`config.mk`:
```
export PLATFORM = sky130hd
export DESIGN_NAME = meas_demux_flat
export DESIGN_NICKNAME = d
export VERILOG_FILES = /design/src/rtl/meas_demux_pkg.sv /design/src/rtl/meas_demux_if.sv /design/src/rtl/meas_demux.sv /design/src/flat_wrapper.sv
export SDC_FILE = /design/constraint.sdc
export NUM_CORES = 1
export LEC_CHECK = 0
export ABC_CLOCK_PERIOD_IN_PS = 3970
export CAP_MARGIN = 20
export CORE_AREA = 2 2 465 467
export CTS_CLUSTER_SIZE = 40
export DETAILED_ROUTE_END_ITERATION = 16
export DIE_AREA = 0 0 467 469
export HOLD_SLACK_MARGIN = 0.15
export SYNTH_ARGS = -nofsm -noshare
export SYNTH_HDL_FRONTEND = slang
export SYNTH_SLANG_ARGS = --single-unit
```
`constraint.sdc`:
```
create_clock -name I_clk -period 3.97 [get_ports I_clk]
set_input_delay 0.794 -clock I_clk [delete_from_list [all_inputs] [get_ports I_clk]]
set_output_delay 0.794 -clock I_clk [all_outputs]
set_load 0.01 [all_outputs]
```
`src/rtl/meas_demux_pkg.sv`:
```
// Shared definitions for the measurement demux.
//   state_e  : frame FSM encoding (IDLE / FILL / HOLD)
//   clog2    : constant ceil(log2) helper for sizing indices
//   idx_fits : elaboration-time check that an index width covers a slot count
package meas_pkg;

  typedef enum logic [1:0] {
    ST_IDLE = 2'd0,
    ST_FILL = 2'd1,
    ST_HOLD = 2'd2
  } state_e;

  function automatic int unsigned clog2(input int unsigned v);
    int unsigned r;
    r = 0;
    while ((64'(1) << r) < 64'(v)) r++;
    return r;
  endfunction

  function automatic bit idx_fits(input int unsigned n, input int unsigned w);
    return (64'(1) << w) >= 64'(n);
  endfunction

endpackage

```
`src/rtl/meas_demux_if.sv`:
```
// Word-source handshake between the measurement datapath and meas_demux.
//   I_valid : source has a word
//   I_data  : measurement word
//   O_ready : demux accepts a word this cycle
// master = word source, slave = meas_demux.
interface meas_demux_if #(
  parameter int unsigned C_IDWIDTH = 24
);
  logic                 I_valid;
  logic [C_IDWIDTH-1:0] I_data;
  logic                 O_ready;

  modport master (output I_valid, output I_data, input  O_ready);
  modport slave  (input  I_valid, input  I_data, output O_ready);
endinterface

```
`src/rtl/meas_demux.sv`:
```
// Gathers a serial stream of C_IDWIDTH-bit words into C_INUM slots and
// presents them as a flat bus (slot k at [k*C_IDWIDTH +: C_IDWIDTH]).
// Ports:
//   I_clk, I_rst_n : clock, synchronous active-low reset
//   I_start        : begin (or restart) a frame
//   src            : word source handshake (valid/data in, ready out)
//   I_ack          : consumer has read the completed frame
//   O_data         : registered slot bank
//   O_idx          : next slot to be written
//   O_busy         : frame being filled
//   O_done         : frame complete, O_data stable
//   O_ovf          : one-cycle pulse per dropped word
module meas_demux
  import meas_pkg::*;
#(
  parameter int unsigned C_INUM    = 48,
  parameter int unsigned C_IDWIDTH = 24,
  parameter int unsigned C_ISWIDTH = 10
) (
  input  logic                          I_clk,
  input  logic                          I_rst_n,
  input  logic                          I_start,
  meas_demux_if.slave                   src,
  input  logic                          I_ack,
  output logic [C_INUM*C_IDWIDTH-1:0]   O_data,
  output logic [C_ISWIDTH-1:0]          O_idx,
  output logic                          O_busy,
  output logic                          O_done,
  output logic                          O_ovf
);

  if (!idx_fits(C_INUM, C_ISWIDTH)) begin : g_bad_iswidth
    $error("meas_demux: C_ISWIDTH too small for C_INUM");
  end

  state_e               r_state;
  state_e               w_state_nxt;
  logic [C_ISWIDTH-1:0] r_idx;
  logic [C_ISWIDTH-1:0] w_idx_nxt;
  logic                 r_ovf;
  logic                 w_ovf_nxt;
  logic                 w_clear;
  logic                 w_accept;
  logic [C_IDWIDTH-1:0] r_slot [C_INUM];

  always_ff @(posedge I_clk) begin
    if (!I_rst_n) begin
      r_state <= ST_IDLE;
      r_idx   <= '0;
      r_ovf   <= 1'b0;
    end else begin
      r_state <= w_state_nxt;
      r_idx   <= w_idx_nxt;
      r_ovf   <= w_ovf_nxt;
    end
  end

  // Start outranks accept in FILL; any offered word not accepted is an overflow.
  always_comb begin
    w_state_nxt = r_state;
    w_idx_nxt   = r_idx;
    w_clear     = 1'b0;
    w_accept    = 1'b0;
    case (r_state)
      ST_IDLE: begin
        if (I_start) begin
          w_state_nxt = ST_FILL;
          w_idx_nxt   = '0;
          w_clear     = 1'b1;
        end
      end
      ST_FILL: begin
        if (I_start) begin
          w_idx_nxt = '0;
          w_clear   = 1'b1;
        end else if (src.I_valid) begin
          w_accept = 1'b1;
          if (r_idx == C_ISWIDTH'(C_INUM - 1)) begin
            w_state_nxt = ST_HOLD;
            w_idx_nxt   = '0;
          end else begin
            w_idx_nxt = r_idx + C_ISWIDTH'(1);
          end
        end
      end
      ST_HOLD: begin
        if (I_ack && I_start) begin
          w_state_nxt = ST_FILL;
          w_idx_nxt   = '0;
          w_clear     = 1'b1;
        end else if (I_ack) begin
          w_state_nxt = ST_IDLE;
        end
      end
      default: begin
        w_state_nxt = ST_IDLE;
        w_idx_nxt   = '0;
      end
    endcase
    w_ovf_nxt = src.I_valid && !w_accept;
  end

  for (genvar k = 0; k < C_INUM; k++) begin : g_slot
    logic w_we;
    assign w_we = w_accept && (r_idx == C_ISWIDTH'(k));

    always_ff @(posedge I_clk) begin
      if (!I_rst_n || w_clear) begin
        r_slot[k] <= '0;
      end else if (w_we) begin
        r_slot[k] <= src.I_data;
      end
    end

    assign O_data[k*C_IDWIDTH +: C_IDWIDTH] = r_slot[k];
  end

  assign src.O_ready = (r_state == ST_FILL);
  assign O_busy      = (r_state == ST_FILL);
  assign O_done      = (r_state == ST_HOLD);
  assign O_idx       = r_idx;
  assign O_ovf       = r_ovf;

endmodule

```
`src/flat_wrapper.sv`:
```
// flat-port wrapper written by rule: the top's interface ports become plain ports
module meas_demux_flat import meas_pkg::*;
#(
  parameter int unsigned C_INUM    = 48,
  parameter int unsigned C_IDWIDTH = 24,
  parameter int unsigned C_ISWIDTH = 10
)
  (I_clk, I_rst_n, I_start, I_ack, O_data, O_idx, O_busy, O_done, O_ovf, src_I_valid, src_I_data, src_O_ready);
  meas_demux_if #(.C_IDWIDTH(C_IDWIDTH)) src_i ();
  input  logic I_clk;
  input  logic I_rst_n;
  input  logic I_start;
  input  logic I_ack;
  output logic [C_INUM*C_IDWIDTH-1:0] O_data;
  output logic [C_ISWIDTH-1:0] O_idx;
  output logic O_busy;
  output logic O_done;
  output logic O_ovf;
  input wire logic [$bits(src_i.I_valid)-1:0] src_I_valid;
  input wire logic [$bits(src_i.I_data)-1:0] src_I_data;
  output wire logic [$bits(src_i.O_ready)-1:0] src_O_ready;
  assign src_i.I_valid = src_I_valid;
  assign src_i.I_data = src_I_data;
  assign src_O_ready = src_i.O_ready;
  meas_demux #(.C_INUM(C_INUM), .C_IDWIDTH(C_IDWIDTH), .C_ISWIDTH(C_ISWIDTH)) u_core (.I_clk(I_clk), .I_rst_n(I_rst_n), .I_start(I_start), .src(src_i), .I_ack(I_ack), .O_data(O_data), .O_idx(O_idx), .O_busy(O_busy), .O_done(O_done), .O_ovf(O_ovf));
endmodule
```
==> metrics <==
relative slew slack 13.0%; Setup TNS 0 ns; Fillers 21100; Crit path required time 4.37 ns; Int Pwr 21.6 mW; RD Place Congestion 0.805; clk_skew 0.0487 ns; crit path DAT 3.59 ns; Reg2Reg Depth 3; min Tclk post-route 3.19 ns; Tot Pwr 28.6 mW; All-Layer GR Usage 17.1%; clock share of power 42.4%; Worst VDD drop 441 uV; Setup crit end u_core.r_slot[42][16]; P_sw 7.00 mW; fin crit share 80.4%; outcome complete, no violations; compound-cell area share of the yosys netlist 0.702%; crit path kind reg -> reg; worst setup margin 0.777 ns; Synth Instances 2753; Net count, final 4017; # DRC 0; CTS buffer count 134; sequential share of power 49.4%; pins over their slew limit 0; hold path start src_I_data[11]; worst setup path startpoint u_core.O_idx[4]; IO Port Bufs 1194; initial core utilization 20.8%; die width 467 microns; DRT Wirelength 194000 microns; RR Startpoint u_core.O_idx[4]; DP HPWL 131000 microns; CP Capture Type flop; Critical Path Start Type flop; combinational fraction of design power 8.2%; final setup vio count 0; router iterations before antenna repair 6; syn_nets 2786; RSZ-0062 raised after global routing no; H-tree Lvls 4; PwrDens 441 nW/um^2; PostCTS Resize Cnt 0; r2r setup slk 0.78 ns; Seq cells post-synth 1165; row count 170; largest net degree at the start of global routing 49; Die Area 219000 sq um; total number of yosys warnings 0; num ports 1195; Mapped Area 44400 sq um; core region area 214000 sq um; Max FO, Critical Path 24; first-pass GRT wire length 252000 microns; DR vias/cell 3.99; MaxCap Viol Count 0; syn avg cell area 16.1 sq um; worst hold path type in -> reg; Worst Tran Pin Value 1.30 ns; Syn-to-layout area delta 46.1%; First DRT Iteration DRCs 2597; gr ovfl total 0; CTS Root Buffer Type clkbuf_16; vias 27700; layout cells sized above 1 11.0%; Sw Ratio 24.4%; leakage 24.1 nW; vias in the first global route 27600; post-synthesis cell type count 36; post-route ant nets 0; Post-CTS Setup Bufs 0; die height 469 microns; Reg2Reg Capture Point u_core.r_slot[42][16]; initial antenna violation count 38; Post-Synth Adder-Cell Area 0.113%; wire per inst 27.9 microns; Fin. Hold Viols 0; Simple-Gate Fraction of Synth Area 18.1%; sequential area share after synthesis 78.5%; Clk Latency, worst-skew pair 0.80 ns; TritonCTS clock tree yes; Hold Buf Count CTS 0; Max clock buf depth 3; xor/xnor cell area share of the yosys netlist 0.177%; Setup WS pre-CTS -0.0760 ns; f_max 0.313 GHz; clk sinks 1165; clock-pin slew on the worst setup and hold paths 0.06 ns; post-synthesis mux area share 0%; largest family of logic cells by synthesized area simple AND/OR/NAND/NOR gates
logic make-up (layout without fill, tap and decap cells):
logic type,count (synthesis),count (layout)
buffers and inverters,239,1566
other,0,28
DFF,1165,1165
AOI/OAI and AO/OA,58,58
adders and majority gates,4,4
and+or+nand+nor,1278,1278
xor gates and xnor gates,9,9
sequential cells by signal, indices dropped and copies added, names as in the netlist:
name	flops
u_core.O_ovf	1
u_core.r_slot	1152
u_core.O_idx	10
u_core.r_state	2
layer usage:
layer  part of all wire [%]  track usage, %  up-vias
li1                       -               -    12000
met1                     38            20.0    13900
met2                     49            29.1     1612
met3                     11            6.56      250
met4                    2.6            5.06        2
met5                 0.0067               0        -
synthesized netlist by cell type, drive strengths merged:
library cell	n	area, sq um
nor4	4	25.0
or2	2	12.5
nand4	1	6.26
or3	2	12.5
nor2	62	465
dfxtp	13	260
nand2b	4	32.5
o21ai	50	250
a21boi	1	7.51
buf	29	307
and4bb	1	12.5
clkbuf	206	773
nor3	6	30.0
and2	1152	7210
or4b	1	13.8
nand2	21	78.8
a22oi	1	7.51
ha	4	50.1
nand3	13	65.1
xnor2	9	78.8
or4	1	7.51
o31ai	1	21.3
and3	1	6.26
a21oi	5	25.0
nor3b	2	15.0
nor2b	5	31.3
edfxtp	1152	34600
inv	4	15.0
critical path, cell delays in order, from the launching register on:
cell     delay [ns]
dfxtp_1        0.43
or4b_4         0.75
or3_1          0.65
o21ai_4        0.92
stage by stage:
| step | hold slack (ns) | util [%] | cells | instance area (sq um) |
|---|---|---|---|---|
| final | 0.576 | 30.4 | 6946 | 64900 |
| after floorplan | 0.554 | - | 2753 | 44400 |
| after detailed placement | 0.570 | 28.3 | 6683 | 60500 |
| after CTS | 0.445 | 30.3 | 6915 | 64700 |
| after global routing | 0.510 | 30.3 | 6923 | 64800 |
| after global placement | 0.574 | 28.3 | 6683 | 60500 |
power groups by stage:
| stage | clock network [mW] | logic (mW) | registers, mW |
|---|---|---|---|
| 2_1_floorplan | 0 | 0.313 | 14.7 |
| 3_3_place_gp | 0 | 2.38 | 14.4 |
| 3_5_place_dp | 0 | 2.38 | 14.4 |
| 4_1_cts | 12.4 | 2.38 | 14.2 |
| 5_1_grt | 12.8 | 2.43 | 14.2 |
| 6_report | 12.1 | 2.34 | 14.2 |
worst min-delay path by stage:
stage          slack [ns]  cells after the start               endpoint
2_1_floorplan        0.55                      2        u_core.O_idx[1]
3_3_place_gp         0.57                      2        u_core.O_idx[1]
3_5_place_dp         0.57                      2        u_core.O_idx[1]
4_1_cts              0.45                      2  u_core.r_slot[12][14]
5_1_grt              0.51                      2  u_core.r_slot[12][14]
6_report             0.58                      2   u_core.r_slot[1][11]
layout make-up:
class / count / area (sq um) / share of cell area (%)
Tap cell: 2838 / 3550 / 5.47
Inverter: 4 / 15.0 / 0.0231
Antenna cell: 28 / 70.1 / 0.108
Sequential cell: 1165 / 34900 / 53.7
Clock inverter: 74 / 815 / 1.26
Multi-Input combinational cell: 1349 / 9060 / 14.0
Clock buffer: 158 / 3440 / 5.31
Timing Repair Buffer: 1330 / 13100 / 20.2
layout by cell type (no fill, tap or decap), drive strengths merged, types with 15 or more instances in the layout:
cell,n
inv,15
and2,1152
o21ai,50
diode,28
nand2,21
edfxtp,1152
buf,160
clkdlybuf4s50,1170
clkbuf,158
clkinv,52
nor2,62
(Power assumes the default switching activity.)
